**src/rtl/mem_read_ctrl_pkg.sv**
```systemverilog
// mem_read_ctrl shared definitions.
// State encodings, default widths and counter sizing.
package mem_read_ctrl_pkg;

    localparam int DEF_N       = 8;
    localparam int DEF_W       = 8;
    localparam int DEF_TIMEOUT = 15;

    localparam logic [1:0] ST_IDLE = 2'd0;
    localparam logic [1:0] ST_READ = 2'd1;
    localparam logic [1:0] ST_DONE = 2'd2;

    // Wide enough to hold TIMEOUT-1 with one spare bit.
    function automatic int cnt_width(input int t);
        return $clog2(t) + 1;
    endfunction

endpackage

```
**src/rtl/mem_read_ctrl_if.sv**
```systemverilog
// mem_read_ctrl bus bundle.
// Control-unit request side plus memory read port.
interface mem_read_ctrl_if
    import mem_read_ctrl_pkg::*;
#(
    parameter int N = DEF_N,
    parameter int W = DEF_W
);

    logic         req;
    logic [N-1:0] addr;
    logic         busy;
    logic         done;
    logic         err;
    logic [W-1:0] data_out;
    logic         mem_rd;
    logic [N-1:0] mem_addr;
    logic [W-1:0] mem_rdata;
    logic         mem_ready;

    modport master (
        output req,
        output addr,
        output mem_rdata,
        output mem_ready,
        input  busy,
        input  done,
        input  err,
        input  data_out,
        input  mem_rd,
        input  mem_addr
    );

    modport slave (
        input  req,
        input  addr,
        input  mem_rdata,
        input  mem_ready,
        output busy,
        output done,
        output err,
        output data_out,
        output mem_rd,
        output mem_addr
    );

endinterface

```
**src/rtl/mem_read_ctrl_mdr_reg.sv**
```systemverilog
// Memory data register.
// Loadable, async active-low clear.
module mdr_reg #(
    parameter int W = 8
) (
    input  logic         clk,
    input  logic         rst,
    input  logic         ld,
    input  logic [W-1:0] d,
    output logic [W-1:0] q
);

    // Capture on load, otherwise hold.
    always_ff @(posedge clk or negedge rst) begin
        if (!rst) begin
            q <= '0;
        end else if (ld) begin
            q <= d;
        end
    end

endmodule

```
**src/rtl/mem_read_ctrl.sv**
```systemverilog
// Memory read controller.
// Single-beat read with bounded wait on mem_ready.
module mem_read_ctrl
    import mem_read_ctrl_pkg::*;
#(
    parameter int N       = DEF_N,
    parameter int W       = DEF_W,
    parameter int TIMEOUT = DEF_TIMEOUT
) (
    input logic clk,
    input logic rst,
    mem_read_ctrl_if.slave bus
);

    localparam int CW = cnt_width(TIMEOUT);
    localparam logic [CW-1:0] LAST = CW'(TIMEOUT - 1);

    logic [1:0]    state;
    logic [CW-1:0] cnt;
    logic [N-1:0]  addr_q;
    logic          err_q;
    logic          in_idle;
    logic          in_read;
    logic          start;
    logic          expire;
    logic          rd_exit;
    logic [W-1:0]  ld_data;
    logic [W-1:0]  mdr_q;

    assign in_idle = (state == ST_IDLE);
    assign in_read = (state == ST_READ);
    assign start   = in_idle && bus.req;
    assign expire  = (cnt == LAST);
    // A response on the last allowed cycle still wins.
    assign rd_exit = in_read && (bus.mem_ready || expire);
    assign ld_data = bus.mem_ready ? bus.mem_rdata : '0;

    // Sequencing: IDLE -> READ -> DONE -> IDLE.
    always_ff @(posedge clk or negedge rst) begin
        if (!rst) begin
            state <= ST_IDLE;
        end else begin
            unique case (state)
                ST_IDLE: if (bus.req) state <= ST_READ;
                ST_READ: if (rd_exit) state <= ST_DONE;
                ST_DONE: state <= ST_IDLE;
                default: state <= ST_IDLE;
            endcase
        end
    end

    // Wait counter, stops at exit so it never wraps.
    always_ff @(posedge clk or negedge rst) begin
        if (!rst) begin
            cnt <= '0;
        end else if (start) begin
            cnt <= '0;
        end else if (in_read && !rd_exit) begin
            cnt <= cnt + 1'b1;
        end
    end

    // Address latch, fixed for the whole transaction.
    always_ff @(posedge clk or negedge rst) begin
        if (!rst) begin
            addr_q <= '0;
        end else if (start) begin
            addr_q <= bus.addr;
        end
    end

    // Error flag, updated only when READ exits.
    always_ff @(posedge clk or negedge rst) begin
        if (!rst) begin
            err_q <= 1'b0;
        end else if (rd_exit) begin
            err_q <= !bus.mem_ready;
        end
    end

    mdr_reg #(
        .W(W)
    ) u_mdr (
        .clk(clk),
        .rst(rst),
        .ld (rd_exit),
        .d  (ld_data),
        .q  (mdr_q)
    );

    assign bus.busy     = !in_idle;
    assign bus.done     = (state == ST_DONE);
    assign bus.mem_rd   = in_read;
    assign bus.mem_addr = addr_q;
    assign bus.err      = err_q;
    assign bus.data_out = mdr_q;

endmodule

```
**src/flat_wrapper.sv**
```systemverilog
// flat-port wrapper written by rule: the top's interface ports become plain ports
module mem_read_ctrl_flat import mem_read_ctrl_pkg::*;
#(
    parameter int N       = DEF_N,
    parameter int W       = DEF_W,
    parameter int TIMEOUT = DEF_TIMEOUT
)
  (clk, rst, bus_req, bus_addr, bus_mem_rdata, bus_mem_ready, bus_busy, bus_done, bus_err, bus_data_out, bus_mem_rd, bus_mem_addr);
  mem_read_ctrl_if #(.N(N), .W(W)) bus_i ();
  input logic clk;
  input logic rst;
  input wire logic [$bits(bus_i.req)-1:0] bus_req;
  input wire logic [$bits(bus_i.addr)-1:0] bus_addr;
  input wire logic [$bits(bus_i.mem_rdata)-1:0] bus_mem_rdata;
  input wire logic [$bits(bus_i.mem_ready)-1:0] bus_mem_ready;
  output wire logic [$bits(bus_i.busy)-1:0] bus_busy;
  output wire logic [$bits(bus_i.done)-1:0] bus_done;
  output wire logic [$bits(bus_i.err)-1:0] bus_err;
  output wire logic [$bits(bus_i.data_out)-1:0] bus_data_out;
  output wire logic [$bits(bus_i.mem_rd)-1:0] bus_mem_rd;
  output wire logic [$bits(bus_i.mem_addr)-1:0] bus_mem_addr;
  assign bus_i.req = bus_req;
  assign bus_i.addr = bus_addr;
  assign bus_i.mem_rdata = bus_mem_rdata;
  assign bus_i.mem_ready = bus_mem_ready;
  assign bus_busy = bus_i.busy;
  assign bus_done = bus_i.done;
  assign bus_err = bus_i.err;
  assign bus_data_out = bus_i.data_out;
  assign bus_mem_rd = bus_i.mem_rd;
  assign bus_mem_addr = bus_i.mem_addr;
  mem_read_ctrl #(.N(N), .W(W), .TIMEOUT(TIMEOUT)) u_core (.clk(clk), .rst(rst), .bus(bus_i));
endmodule
```
**config.mk**
```make
export PLATFORM = sky130hd
export DESIGN_NAME = mem_read_ctrl_flat
export DESIGN_NICKNAME = d
export VERILOG_FILES = /design/src/rtl/mem_read_ctrl_pkg.sv /design/src/rtl/mem_read_ctrl_if.sv /design/src/rtl/mem_read_ctrl_mdr_reg.sv /design/src/rtl/mem_read_ctrl.sv /design/src/flat_wrapper.sv
export SDC_FILE = /design/constraint.sdc
export NUM_CORES = 1
export LEC_CHECK = 0
export ABC_AREA = 1
export CAP_MARGIN = 0
export CELL_PAD_IN_SITES_DETAIL_PLACEMENT = 0
export CELL_PAD_IN_SITES_GLOBAL_PLACEMENT = 2
export CORE_MARGIN = 5
export CORE_UTILIZATION = 26
export DETAILED_ROUTE_END_ITERATION = 8
export PLACE_DENSITY_LB_ADDON = 0.1
export SYNTH_ARGS = -nofsm -noshare
export SYNTH_HDL_FRONTEND = slang
export SYNTH_SLANG_ARGS = --single-unit
```
**constraint.sdc**
```tcl
create_clock -name clk -period 2.7 [get_ports clk]
set_clock_uncertainty 0.05 [all_clocks]
set_input_delay 0.81 -clock clk [delete_from_list [all_inputs] [get_ports clk]]
set_output_delay 0.81 -clock clk [all_outputs]
set_load 0.01 [all_outputs]
```
==> impl_metrics.yaml <==
status:
  run_status: "finished clean"
yosys:
  largest_family_of_logic_cells_by_synthesized_area: "simple AND/OR/NAND/NOR gates"
  synthSimpleGateAreaFrac_pct: 34.7
  post-synth-top-area-fraction_pct: 55.9
  share_of_cell_area_taken_by_muxes_after_synthesis_pct: 0
  post_synth_fa_ha_maj_area_fraction_pct: 2.33
  post_synth_xor_area_fraction_pct: 1.63
  netlist_instances: 122
  synth.avg_cell_area_sq_um: 8.81
  area_fraction_in_compound_gates_after_synthesis_pct: 1.40
  yosysUniqueCellTypes: 20
  mappedNetlistArea_sq_um: 1070
  synth-warning-count: 0
  ys_seq_area_share_pct: 55.9
  netlist_top_cells_area: "dfrtp_1 (56%), nand2_1 (20%), nand3_1 (4.2%), nand2_4 (3.1%), ha_1 (2.3%)"
  synth_nets: 144
  synth_seq_cells: 24
  synth_top_cell_by_area: "dfrtp_1"
critical_path:
  critical-path-slowest-cell: "clkdlybuf4s50_1"
  crit_path_cell_chain: "inv_2, nand2_2, clkinv_2, clkdlybuf4s50_1"
  worst_case_reg_to_reg_path_depth: 7
  critPathMaxFanout: 4
  worst_ep_required_time_ns: 1.84
  start_kind: "flip-flop"
  end_kind: "primary output"
  crit_buf_inv: 3
  cp.arrival_ns: 1.45
  crit_cells: 4
  worst_path_dominant_cell_family: "buffers and inverters"
  max_stage_delay_ns: 0.53
  critical_path_class: "flip-flop to primary output"
clocking:
  clock_path_buffers: 2
  clock_tree_from_tritoncts: "done"
  cts_hold_repair.buffers: 0
  numCtsBuffers: 3
  clock_tree.root_cell: "clkbuf_8"
  post_cts_resize_count: 0
  cts.htree.levels: 1
  clock_insertion_delay_worst_skew_ns: 0.26
  clk_pin_slew_worst_paths_ns: 0.09
  post_cts_setup_repair_buffer_count: 0
  tritoncts_num_sinks: 24
timing:
  finalHoldViolations: 0
  final_period_minus_worst_setup_slack_ns: 2.31
  tightest_slew_ns: 0.412
  max-slew-margin-rel_pct: 72.5
  setup_viol_count_final: 0
  final.period_utilization_pct: 85.6
  setup-tns-final_ns: 0
  timing.final.ws_setup_ns: 0.388
  max_clock_freq_mhz: 432
  unrepaired_setup_endpoints_after_global_routing: "no"
  report.final.slew_viol_count: 0
cells_and_area:
  fillCellCount: 409
  final_net_count: 187
  post-route-util_pct: 39.4
  stdcell_count: 214
  post_route_cells_drive_above_1_share_pct: 11.0
  layout.cell_area.non_filler_sq_um: 1580
  synthToLayoutAreaGrowth_pct: 46.8
  n_antenna_cell: 0
placed_design:
  placed_cells_incl_taps: 210
  gp_congestion: 0.749
  dp_slack_ns: 0.631
  placement.io_buffers: 39
  detailed_place_hpwl_mm: 1.80
  placed_area_sq_um: 1520
grt:
  grt_remaining_overflow: 0
  grt_max_degree: 25
  vias_in_the_first_global_route: 905
  track_usage_pct: 9.84
  grt_first_pass_wirelength_mm: 4.26
  antenna_found_initial: 0
floorplan:
  dieArea_sq_um: 5520
  initial_core_utilization_pct: 26.9
  number_of_top_level_pins: 40
  fp.coreArea_sq_um: 4000
  die_x_microns: 74.3
  die_height_microns: 74.3
  fp-row-count: 23
pwr:
  power_density_nw_per_um2: 883
  peakVddDrop_mv: 0.366
  static_leakage_nw: 0.799
route:
  first_iter_violations: 35
  dr_total_vias: 884
  drt-vias-per-instance: 4.13
  remaining_drc_errors: 0
  post_drt_wl_per_cell_microns: 11.8
  detail_route.first_pass.iterations: 4
  drt_wl_total_mm: 2.53
  ant_nets: 0
worst_hold_path:
  worstHoldPathType: "flip-flop to flip-flop"
  min_delay_path_depth: 2
job:
  max_cap_violations: 0
==> power by group <==
part / switching [W] / total [W] / internal (W)
Clock: 0.000117 / 0.000248 / 0.000130
Sequential: 0.0000850 / 0.000574 / 0.000489
Combinational: 0.000264 / 0.000572 / 0.000308
==> metal layers <==
metal	wire (microns)	share of wire (%)	track usage [%]
met2	1070	42	14.6
met1	1320	52	14.9
met5	0	0	0
met4	17	0.67	2.96
met3	117	4.6	1.35
==> metrics by stage <==
stage                     power, W  hold WS [ns]
after floorplan           0.000829         0.457
after global placement     0.00116         0.404
after detailed placement   0.00116         0.409
after CTS                  0.00142         0.430
after global routing       0.00150         0.458
final                      0.00139         0.426
==> layout make-up <==
cell class / instances / area, sq um / share of cell area [%]
clock buffers: 4 / 55.1 / 3.49
repair buffers: 40 / 398 / 25.2
flip-flops and latches: 24 / 601 / 38.1
well taps: 50 / 62.6 / 3.97
multi-input cells: 88 / 430 / 27.3
inverters: 8 / 31.3 / 1.98
==> state kept, by name (all words and copies together) (netlist names) <==
signal,flops
u_core.state,2
u_core.u_mdr.q,8
u_core.cnt,5
u_core.bus.err,1
u_core.bus.mem_addr,8
==> worst register-to-register path, stage by stage (launching register included) <==
cell and delay [ns]:
dfrtp_1 0.44, inv_1 0.08, ha_1 0.18, nand4_2 0.16
nand2_2 0.12, nand2_4 0.09, nand2_1 0.07, nand2_1 0.04
==> Yosys cell counts <==
library cell and instances:
a21oi_1 1, o21ai_0 2, dfrtp_1 24, nand4_2 1, nand3_1 9, nand4_1 1, nand2_2 2, nor2_2 2
nor2_1 5, xor2_1 1, buf_4 1, nand3_4 1, nand2_1 57, nand2_4 3, xnor2_1 1, clkinv_2 1
buf_2 1, ha_1 2, inv_2 3, inv_1 4
==> logic make-up (layout without fill, tap and decap cells) <==
family | Yosys count | count (layout)
flops | 24 | 24
fa+ha+maj | 2 | 2
buf+inv | 10 | 52
simple gates | 81 | 81
xor+xnor | 2 | 2
compound gates | 3 | 3
==> path summary, 6_finish.rpt <==
check                                               from                                  to  slack (ns)
max                          u_core.state[1]$_DFFE_PN0P_                          bus_mem_rd        0.39
min                        u_core.u_mdr.q[4]$_DFFE_PN0P_       u_core.u_mdr.q[4]$_DFFE_PN0P_        0.43
max reg2reg                    u_core.cnt[0]$_DFFE_PN0P_       u_core.u_mdr.q[0]$_DFFE_PN0P_        1.37
min reg2reg                u_core.u_mdr.q[4]$_DFFE_PN0P_       u_core.u_mdr.q[4]$_DFFE_PN0P_        0.43
max in group asynchronous                            rst         u_core.state[1]$_DFFE_PN0P_        1.51
min in group asynchronous                            rst  u_core.bus.mem_addr[6]$_DFFE_PN0P_        0.84
==> layout by cell type (no fill, tap or decap), drive strengths merged <==
cell and instances:
a21oi 1, buf 1, clkbuf 4, clkdlybuf4s50 39, clkinv 1, dfrtp 24
ha 2, inv 7, nand2 62, nand3 10, nand4 2, nor2 7
o21ai 2, xnor2 1, xor2 1
No activity file was read; power rests on OpenSTA's default activity.
